[config.mk]
export PLATFORM = sky130hd
export DESIGN_NAME = sc_cpu_core_flat
export DESIGN_NICKNAME = d
export VERILOG_FILES = /design/src/rtl/sc_cpu_core_if.sv /design/src/rtl/sc_cpu_core.sv /design/src/flat_wrapper.sv
export SDC_FILE = /design/constraint.sdc
export NUM_CORES = 1
export LEC_CHECK = 0
export ABC_AREA = 0
export CORE_MARGIN = 2
export CORE_UTILIZATION = 50
export CTS_CLUSTER_DIAMETER = 50
export CTS_CLUSTER_SIZE = 24
export DETAILED_ROUTE_END_ITERATION = 12
export GPL_TIMING_DRIVEN = 0
export PLACE_DENSITY_LB_ADDON = 0.2
export SYNTH_ARGS = -nofsm -noshare
export SYNTH_HDL_FRONTEND = slang
export SYNTH_SLANG_ARGS = --single-unit
[constraint.sdc]
create_clock -name clk -period 29.1 [get_ports clk]
set_clock_uncertainty 0.05 [all_clocks]
set_input_delay 5.82 -clock clk [delete_from_list [all_inputs] [get_ports clk]]
set_output_delay 5.82 -clock clk [all_outputs]
set_load 0.02 [all_outputs]
[src/rtl/sc_cpu_core_if.sv]
// rtl/sc_cpu_core_if.sv - ROM, write-back and debug signal bundle for sc_cpu_core
interface sc_cpu_core_if;
  logic [7:0] instruction;
  logic [7:0] address;
  logic       halted;
  logic       rw_en;
  logic [7:0] rw_data;
  logic [1:0] rw_idx;
  logic [1:0] dbg_sel;
  logic [7:0] dbg_data;

  // core side
  modport master (
    input  instruction,
    input  dbg_sel,
    output address,
    output halted,
    output rw_en,
    output rw_data,
    output rw_idx,
    output dbg_data
  );

  // ROM / bench side
  modport slave (
    output instruction,
    output dbg_sel,
    input  address,
    input  halted,
    input  rw_en,
    input  rw_data,
    input  rw_idx,
    input  dbg_data
  );
endinterface

[src/rtl/sc_cpu_core.sv]
// rtl/sc_cpu_core.sv - multi-cycle 8-bit core with 4x8 register file and data memory
module sc_cpu_core #(
  parameter int         DMEM_DEPTH = 32,
  parameter logic [7:0] HALT_WORD  = 8'b11000011
) (
  input  logic          clk,
  input  logic          clear,
  sc_cpu_core_if.master bus
);
  localparam int AW = $clog2(DMEM_DEPTH);

  typedef enum logic [1:0] {
    FETCH = 2'd0,
    EXEC  = 2'd1,
    HALT  = 2'd2
  } state_t;

  state_t     state;
  logic [7:0] pc;
  logic [7:0] ir;
  logic [7:0] regs [4];
  logic [7:0] dmem [DMEM_DEPTH];

  logic       halted_q;
  logic       rw_en_q;
  logic [7:0] rw_data_q;
  logic [1:0] rw_idx_q;

  logic [7:0]    rs_val;
  logic [7:0]    rt_val;
  logic [7:0]    add_sum;
  logic [7:0]    imm_sext;
  logic [7:0]    mem_addr;
  logic [7:0]    jmp_target;
  logic [AW-1:0] mem_idx;
  logic [7:0]    load_val;

  // Operands and address arithmetic for the latched instruction; the address
  // wraps at 8 bits before its low bits select the memory word, and pc has
  // already been advanced past the instruction when the jump target is formed.
  always_comb begin
    rs_val     = regs[ir[5:4]];
    rt_val     = regs[ir[3:2]];
    add_sum    = rs_val + rt_val;
    imm_sext   = {{6{ir[1]}}, ir[1:0]};
    mem_addr   = rs_val + imm_sext;
    mem_idx    = mem_addr[AW-1:0];
    load_val   = dmem[mem_idx];
    jmp_target = pc + {{2{ir[5]}}, ir[5:0]};
  end

  // Control FSM with datapath updates; results land on the edge that ends EXEC
  always_ff @(posedge clk or posedge clear) begin
    if (clear) begin
      state     <= FETCH;
      pc        <= 8'd0;
      ir        <= 8'd0;
      halted_q  <= 1'b0;
      rw_en_q   <= 1'b0;
      rw_data_q <= 8'd0;
      rw_idx_q  <= 2'd0;
      for (int i = 0; i < 4; i++) begin
        regs[i] <= 8'd0;
      end
      for (int i = 0; i < DMEM_DEPTH; i++) begin
        dmem[i] <= 8'(i);
      end
    end else begin
      rw_en_q <= 1'b0;
      case (state)
        FETCH: begin
          ir    <= bus.instruction;
          pc    <= pc + 8'd1;
          state <= EXEC;
        end
        EXEC: begin
          state <= FETCH;
          case (ir[7:6])
            2'b00: begin
              regs[ir[1:0]] <= add_sum;
              rw_en_q       <= 1'b1;
              rw_data_q     <= add_sum;
              rw_idx_q      <= ir[1:0];
            end
            2'b01: begin
              regs[ir[3:2]] <= load_val;
              rw_en_q       <= 1'b1;
              rw_data_q     <= load_val;
              rw_idx_q      <= ir[3:2];
            end
            2'b10: begin
              dmem[mem_idx] <= rt_val;
            end
            default: begin
              if (ir == HALT_WORD) begin
                state    <= HALT;
                halted_q <= 1'b1;
              end else begin
                pc <= jmp_target;
              end
            end
          endcase
        end
        default: begin
          state    <= HALT;
          halted_q <= 1'b1;
        end
      endcase
    end
  end

  assign bus.address  = pc;
  assign bus.halted   = halted_q;
  assign bus.rw_en    = rw_en_q;
  assign bus.rw_data  = rw_data_q;
  assign bus.rw_idx   = rw_idx_q;
  assign bus.dbg_data = regs[bus.dbg_sel];
endmodule

[src/flat_wrapper.sv]
// flat-port wrapper written by rule: the top's interface ports become plain ports
module sc_cpu_core_flat 
#(
  parameter int         DMEM_DEPTH = 32,
  parameter logic [7:0] HALT_WORD  = 8'b11000011
)
  (clk, clear, bus_instruction, bus_dbg_sel, bus_address, bus_halted, bus_rw_en, bus_rw_data, bus_rw_idx, bus_dbg_data);
  sc_cpu_core_if bus_i ();
  input  logic clk;
  input  logic clear;
  input wire logic [$bits(bus_i.instruction)-1:0] bus_instruction;
  input wire logic [$bits(bus_i.dbg_sel)-1:0] bus_dbg_sel;
  output wire logic [$bits(bus_i.address)-1:0] bus_address;
  output wire logic [$bits(bus_i.halted)-1:0] bus_halted;
  output wire logic [$bits(bus_i.rw_en)-1:0] bus_rw_en;
  output wire logic [$bits(bus_i.rw_data)-1:0] bus_rw_data;
  output wire logic [$bits(bus_i.rw_idx)-1:0] bus_rw_idx;
  output wire logic [$bits(bus_i.dbg_data)-1:0] bus_dbg_data;
  assign bus_i.instruction = bus_instruction;
  assign bus_i.dbg_sel = bus_dbg_sel;
  assign bus_address = bus_i.address;
  assign bus_halted = bus_i.halted;
  assign bus_rw_en = bus_i.rw_en;
  assign bus_rw_data = bus_i.rw_data;
  assign bus_rw_idx = bus_i.rw_idx;
  assign bus_dbg_data = bus_i.dbg_data;
  sc_cpu_core #(.DMEM_DEPTH(DMEM_DEPTH), .HALT_WORD(HALT_WORD)) u_core (.clk(clk), .clear(clear), .bus(bus_i));
endmodule
==> Word level (Yosys, flattened, before mapping) <==
Index checks and enable logic that the tools add are counted.
{ "totals": {"input_bits": 12, "word_cells": 116, "reg_bits": 318} }
{ "classes": {"n_bitwise": 6, "n_reduce_logical": 13, "mux": 35, "order_cmp": 8, "n_eq_ne": 7, "addsub": 4} }
{ "op_table": {"columns": ["op", "n"], "rows": [
  ["256-bit bitwise mux", 1],
  ["8-bit 2-to-1 mux", 13],
  ["32-bit bitwise mux", 2],
  ["32-bit one-hot mux with 2 select lines", 1],
  ["8-bit binary-select mux with 2-bit select", 3],
  ["8-bit binary-select mux with 5-bit select", 1],
  ["8-bit demux with 5-bit select", 1],
  ["8-bit demux with 2-bit select", 2],
  ["8-bit one-hot mux with 2 select lines", 2],
  ["8-bit adder", 2],
  ["3-bit greater-or-equal comparator, second input constant", 4],
  ["2-bit NOT with 3-bit output", 4],
  ["8-bit by 1-bit adder with 8-bit output, second input constant", 1],
  ["8-bit equality test, second input constant", 1],
  ["2-bit one-hot mux with 2 select lines", 2],
  ["6-bit greater-or-equal comparator, second input constant", 1],
  ["3-bit by 1-bit less-than comparator with 1-bit output, second input constant", 2],
  ["6-bit by 1-bit less-than comparator with 1-bit output, second input constant", 1],
  ["5-bit NOT with 6-bit output", 1],
  ["3-bit AND reduction", 2],
  ["5-bit adder", 1],
  ["2-bit by 1-bit equality test with 1-bit output, second input constant", 2],
  ["2-bit logical NOT", 2],
  ["1-bit 2-to-1 mux", 4],
  ["11 further kinds", 17]
]} }

==> Logic depth before layout (Yosys ltp) <==
Gate-level depths: netlist of run 1.
{ "depth": {"ltp_word": 11, "mapped_depth": 11} }

==> Worst setup path after synthesis of run 1 <==
No wires, ideal clock.
{ "synth_timing": {"path_type": "input to output", "from": "input port bus_dbg_sel[1]", "to": "output port bus_dbg_data[0]", "path_slack_ns": 16.423, "cell_stages": 2, "required_time_ns": 23.230, "arrival_ns": 6.807, "path_buffers": 1, "cell_sequence": "clkbuf_1 -> mux4_2"} }
{ "synth_between": {"elab_chain_len": 4} }
{ "synth_rtl": {"columns": ["element", "line", "rtl"], "rows": [
  ["start: declaration", "flat_wrapper.sv:12", "input wire logic [$bits(bus_i.dbg_sel)-1:0] bus_dbg_sel;"],
  ["2-bit NOT with 3-bit output (not written as such)", "sc_cpu_core.sv:117", "assign bus.dbg_data = regs[bus.dbg_sel];"],
  ["8-bit binary-select mux with 2-bit select", "sc_cpu_core.sv:117", null],
  ["8-bit 2-to-1 mux (not written as such) (2 in a row)", "sc_cpu_core.sv:117", null],
  ["end: declaration", "flat_wrapper.sv:18", "output wire logic [$bits(bus_i.dbg_data)-1:0] bus_dbg_data;"]
]} }
Every way passes these cells. The select of a mux whose other input is x is not followed.

==> Final worst setup path of run 1 <==
{ "layout_timing": {"from": "input port bus_dbg_sel[1]", "to": "output port bus_dbg_data[1]"} }
The elaborated chain is that of the path after synthesis.

==> results of run 1 <==
==> cell type report <==
type	instances	area (µm²)	area share (%)
multi-input cells	659	7430	41.4
repair buffers	39	425	2.37
clock buffers	45	986	5.49
plain buffers	62	310	1.73
inverters	4	22.5	0.125
clock inverters	19	230	1.28
well taps	402	503	2.80
flip-flops and latches	318	8060	44.9
==> power by group <==
group,switching [µW],internal [µW]
Sequential,17.1,459
Combinational,245,164
Clock,197,266
==> synthesized netlist by cell type, types with 2 or more instances <==
| cell | number | area share, % |
|---|---|---|
| sky130_fd_sc_hd__a21o_1 | 5 | 0.24 |
| sky130_fd_sc_hd__a21oi_1 | 12 | 0.38 |
| sky130_fd_sc_hd__a221o_1 | 14 | 0.89 |
| sky130_fd_sc_hd__a22oi_1 | 23 | 1.1 |
| sky130_fd_sc_hd__a31oi_1 | 2 | 0.079 |
| sky130_fd_sc_hd__and2_1 | 11 | 0.44 |
| sky130_fd_sc_hd__and3_1 | 5 | 0.20 |
| sky130_fd_sc_hd__buf_2 | 14 | 0.44 |
| sky130_fd_sc_hd__buf_4 | 6 | 0.28 |
| sky130_fd_sc_hd__buf_6 | 5 | 0.36 |
| sky130_fd_sc_hd__clkbuf_1 | 36 | 0.85 |
| sky130_fd_sc_hd__dfrtp_1 | 238 | 38 |
| sky130_fd_sc_hd__dfstp_2 | 80 | 13 |
| sky130_fd_sc_hd__fa_1 | 3 | 0.38 |
| sky130_fd_sc_hd__ha_1 | 18 | 1.4 |
| sky130_fd_sc_hd__inv_1 | 3 | 0.071 |
| sky130_fd_sc_hd__mux2_1 | 41 | 2.9 |
| sky130_fd_sc_hd__mux2_2 | 229 | 16 |
| sky130_fd_sc_hd__mux2i_1 | 16 | 1.0 |
| sky130_fd_sc_hd__mux4_2 | 101 | 14 |
| sky130_fd_sc_hd__nand2_1 | 17 | 0.40 |
| sky130_fd_sc_hd__nand2_2 | 15 | 0.59 |
| sky130_fd_sc_hd__nand2b_1 | 7 | 0.28 |
| sky130_fd_sc_hd__nand3_1 | 3 | 0.095 |
| sky130_fd_sc_hd__nand3b_1 | 2 | 0.095 |
| sky130_fd_sc_hd__nor2_1 | 38 | 0.90 |
| sky130_fd_sc_hd__nor2_4 | 20 | 1.4 |
| sky130_fd_sc_hd__nor2b_1 | 5 | 0.20 |
| sky130_fd_sc_hd__nor3_1 | 8 | 0.25 |
| sky130_fd_sc_hd__nor3b_1 | 3 | 0.14 |
| sky130_fd_sc_hd__o21ai_0 | 22 | 0.70 |
| sky130_fd_sc_hd__o21ai_1 | 9 | 0.28 |
| sky130_fd_sc_hd__o21bai_1 | 2 | 0.095 |
| sky130_fd_sc_hd__xnor2_1 | 13 | 0.72 |
==> critical path, stage by stage <==
cell and delay (ns):
sky130_fd_sc_hd__clkbuf_1 0.56, sky130_fd_sc_hd__mux4_2 0.63, sky130_fd_sc_hd__clkdlybuf4s50_1 0.56
==> registers in the layout, indices dropped and copies added, names as in the netlist <==
register / cells
u_core.bus.halted: 1
u_core.state: 2
u_core.bus.address: 8
u_core.regs: 32
u_core.bus.rw_data: 8
u_core.bus.rw_en: 1
u_core.bus.rw_idx: 2
u_core.dmem: 256
u_core.ir: 8
==> worst max path at each step <==
stage | cells past startpoint | slack, ns | endpoint | start
after floorplan | 1 | 14.56 | u_core.bus.address[0] | clear
after global placement | 2 | 10.58 | u_core.dmem[77] | clear
after detailed placement | 3 | 15.64 | bus_dbg_data[1] | bus_dbg_sel[1]
after CTS | 3 | 15.64 | bus_dbg_data[1] | bus_dbg_sel[1]
after global routing | 3 | 15.57 | bus_dbg_data[1] | bus_dbg_sel[1]
final | 3 | 15.66 | bus_dbg_data[1] | bus_dbg_sel[1]
==> layer usage <==
layer | vias up | wire (µm)
li1 | 4101 | -
met1 | 5116 | 17400
met2 | 293 | 19000
met3 | 87 | 2020
met4 | 0 | 1370
met5 | - | 0
==> cell families after synthesis <==
logic type / share of synthesized area, %
xor+xnor: 1.19
buf+inv: 2.06
mux: 34.7
simple gates: 5.20
flops: 51.0
compound gates: 4.08
fa+ha+maj: 1.80
==> through the flow <==
| stage | power (µW) | setup slack [ns] | hold slack, ns |
|---|---|---|---|
| after global routing | 1400 | 15.57 | 0.450 |
| final | 1350 | 15.66 | 0.424 |
| after global placement | 888 | 10.58 | 0.412 |
| after CTS | 1360 | 15.64 | 0.427 |
| after floorplan | 778 | 14.56 | 0.402 |
| after detailed placement | 893 | 15.64 | 0.418 |
==> impl_metrics.json, run 1 <==
{
  "use_met1_pct": 35.1,
  "syn-num-nets": 1076,
  "final_min_period_over_clock_period_pct": 46.2,
  "synth.cell_area_mm2": 0.0158,
  "total_setup_buffers_inserted_after_cts": 0,
  "share_of_cells_above_drive_strength_1_pct": 47.0,
  "timing.critical_path.arrival_ns": 7.57,
  "dp_cells": 1484,
  "max_slew_margin_pct": 4.92,
  "dieHeight_um": 182,
  "die_area_mm2": 0.0331,
  "capture_point_of_the_worst_reg_to_reg_path": "u_core.regs[28]",
  "finalWeightedCongestion": 0.868,
  "detail_route.wl_per_cell_um": 25.7,
  "global_route.peak_usage_layer": "met2",
  "worst-setup-path-type": "in2out",
  "clk_path_buf_depth": 3,
  "place.detailed.hpwl_mm": 26.8,
  "finalHoldViolCount": 0,
  "fillers": 2473,
  "synth.avg_cell_area_um2": 15.2,
  "clkLatencyLatePin_ns": 0.52,
  "first_global_vias": 10011,
  "first_pass_detailed_route_iteration_total": 5,
  "slew_viol_final": 0,
  "floorplan.rows": 65,
  "post_cts_resize_count": 0,
  "cts-htree-levels": 2,
  "mostFrequentLayoutCell": "sky130_fd_sc_hd__dfrtp_1",
  "use_met3_pct": 3.53,
  "cts_root_buffer": "sky130_fd_sc_hd__clkbuf_16",
  "number_of_buffers_created_by_cts": 36,
  "rsz0062_at_grt": "no",
  "yosys_most_used_dff": "sky130_fd_sc_hd__dfrtp_1",
  "detail_route.wirelength_mm": 39.8,
  "grt_util_all_layers_pct": 25.0,
  "regToRegStartpoint": "u_core.ir[5]",
  "number_of_antenna_violations_at_the_first_check_in_global_routing": 0,
  "sort_of_element_at_the_start_of_the_critical_path": "primary input",
  "cts.sinks": 318,
  "outcome": "completed",
  "floorplan.die.width_um": 182,
  "grt_start_max_net_pins": 122,
  "design.core.area_mm2": 0.0313,
  "reported_max_cap_violation_count": 0,
  "tightest_slew_ns": 1.42,
  "critPathRequiredTime_ns": 23.23,
  "finalCoreUtilization_pct": 57.4,
  "grt_overflow": 0,
  "place.port_buffers": 37,
  "remaining_drc_errors": 0,
  "timing.final.setup_violations": 0,
  "design.portCount": 40,
  "tritoncts": "yes",
  "postSynthRegisterBits": 318,
  "timing.hold.worst.class": "reg2reg",
  "num_antenna_cells": 0,
  "critical_path_peak_fanout": 8,
  "clock_pin_transition_on_the_worst_setup_and_hold_timing_paths_ns": 0.06,
  "post_drt_via_cell_ratio": 6.20,
  "use_met2_pct": 40.2,
  "dr_total_vias": 9597,
  "number_of_enable_flip_flop_cells_after_synthesis": 0,
  "postPlaceCellArea_mm2": 0.0167,
  "most-common-layout-cells": "sky130_fd_sc_hd__dfrtp_1, sky130_fd_sc_hd__mux2_2, sky130_fd_sc_hd__mux4_2, sky130_fd_sc_hd__dfstp_2",
  "yosys_cell_types": 51,
  "min-delay-start": "u_core.bus.address[7]",
  "start_util_pct": 50.5,
  "nNetsFinal": 1153,
  "setup.worst_path.end_class": "output pin",
  "synth_cells": 1043,
  "min_to": "u_core.bus.address[7]",
  "reg2regPathDepth": 10,
  "setup_total_negative_slack_ns": 0,
  "drt_iter0_drc": 688,
  "fmax_ghz": 0.0744,
  "areaGrowthSynthToFinish_pct": 13.6,
  "cts_hold_buffers": 0,
  "setup_slack_of_the_worst_register_to_register_path_ns": 24.03,
  "yosysSeqAreaShare_pct": 51.0,
  "grt_pass1_wl_mm": 61.6,
  "power_density_mw_per_mm2": 75.1,
  "power.leakage_uw": 0.00792,
  "hold-path-cell-count": 1,
  "vdd_ir_drop_max_mv": 0.0400,
  "final_non_filler_cells": 1548,
  "fin_area_mm2": 0.0180,
  "async_reset_ff_share_pct": 100,
  "synth-warning-count": 0,
  "antenna_left": 0,
  "final.min_clock_period_ns": 13.44
}
(Power assumes the default switching activity.)
==> inputs of run 2 (changes only) <==
clock period = 12.39 ns   (was 29.1 ns; I/O delays follow)
==> results of run 2 <==
The final DEF is identical to that of run 1. Status: completed.
Among the figures that moved: setup slack after placement 15.64 ns -> 5.62 ns; setup slack after layout 15.66 ns -> 5.63 ns; register-to-register setup slack 24.03 ns -> 7.32 ns; total power 1350 µW -> 3170 µW; worst IR drop on VDD 0.0400 mV -> 0.0940 mV
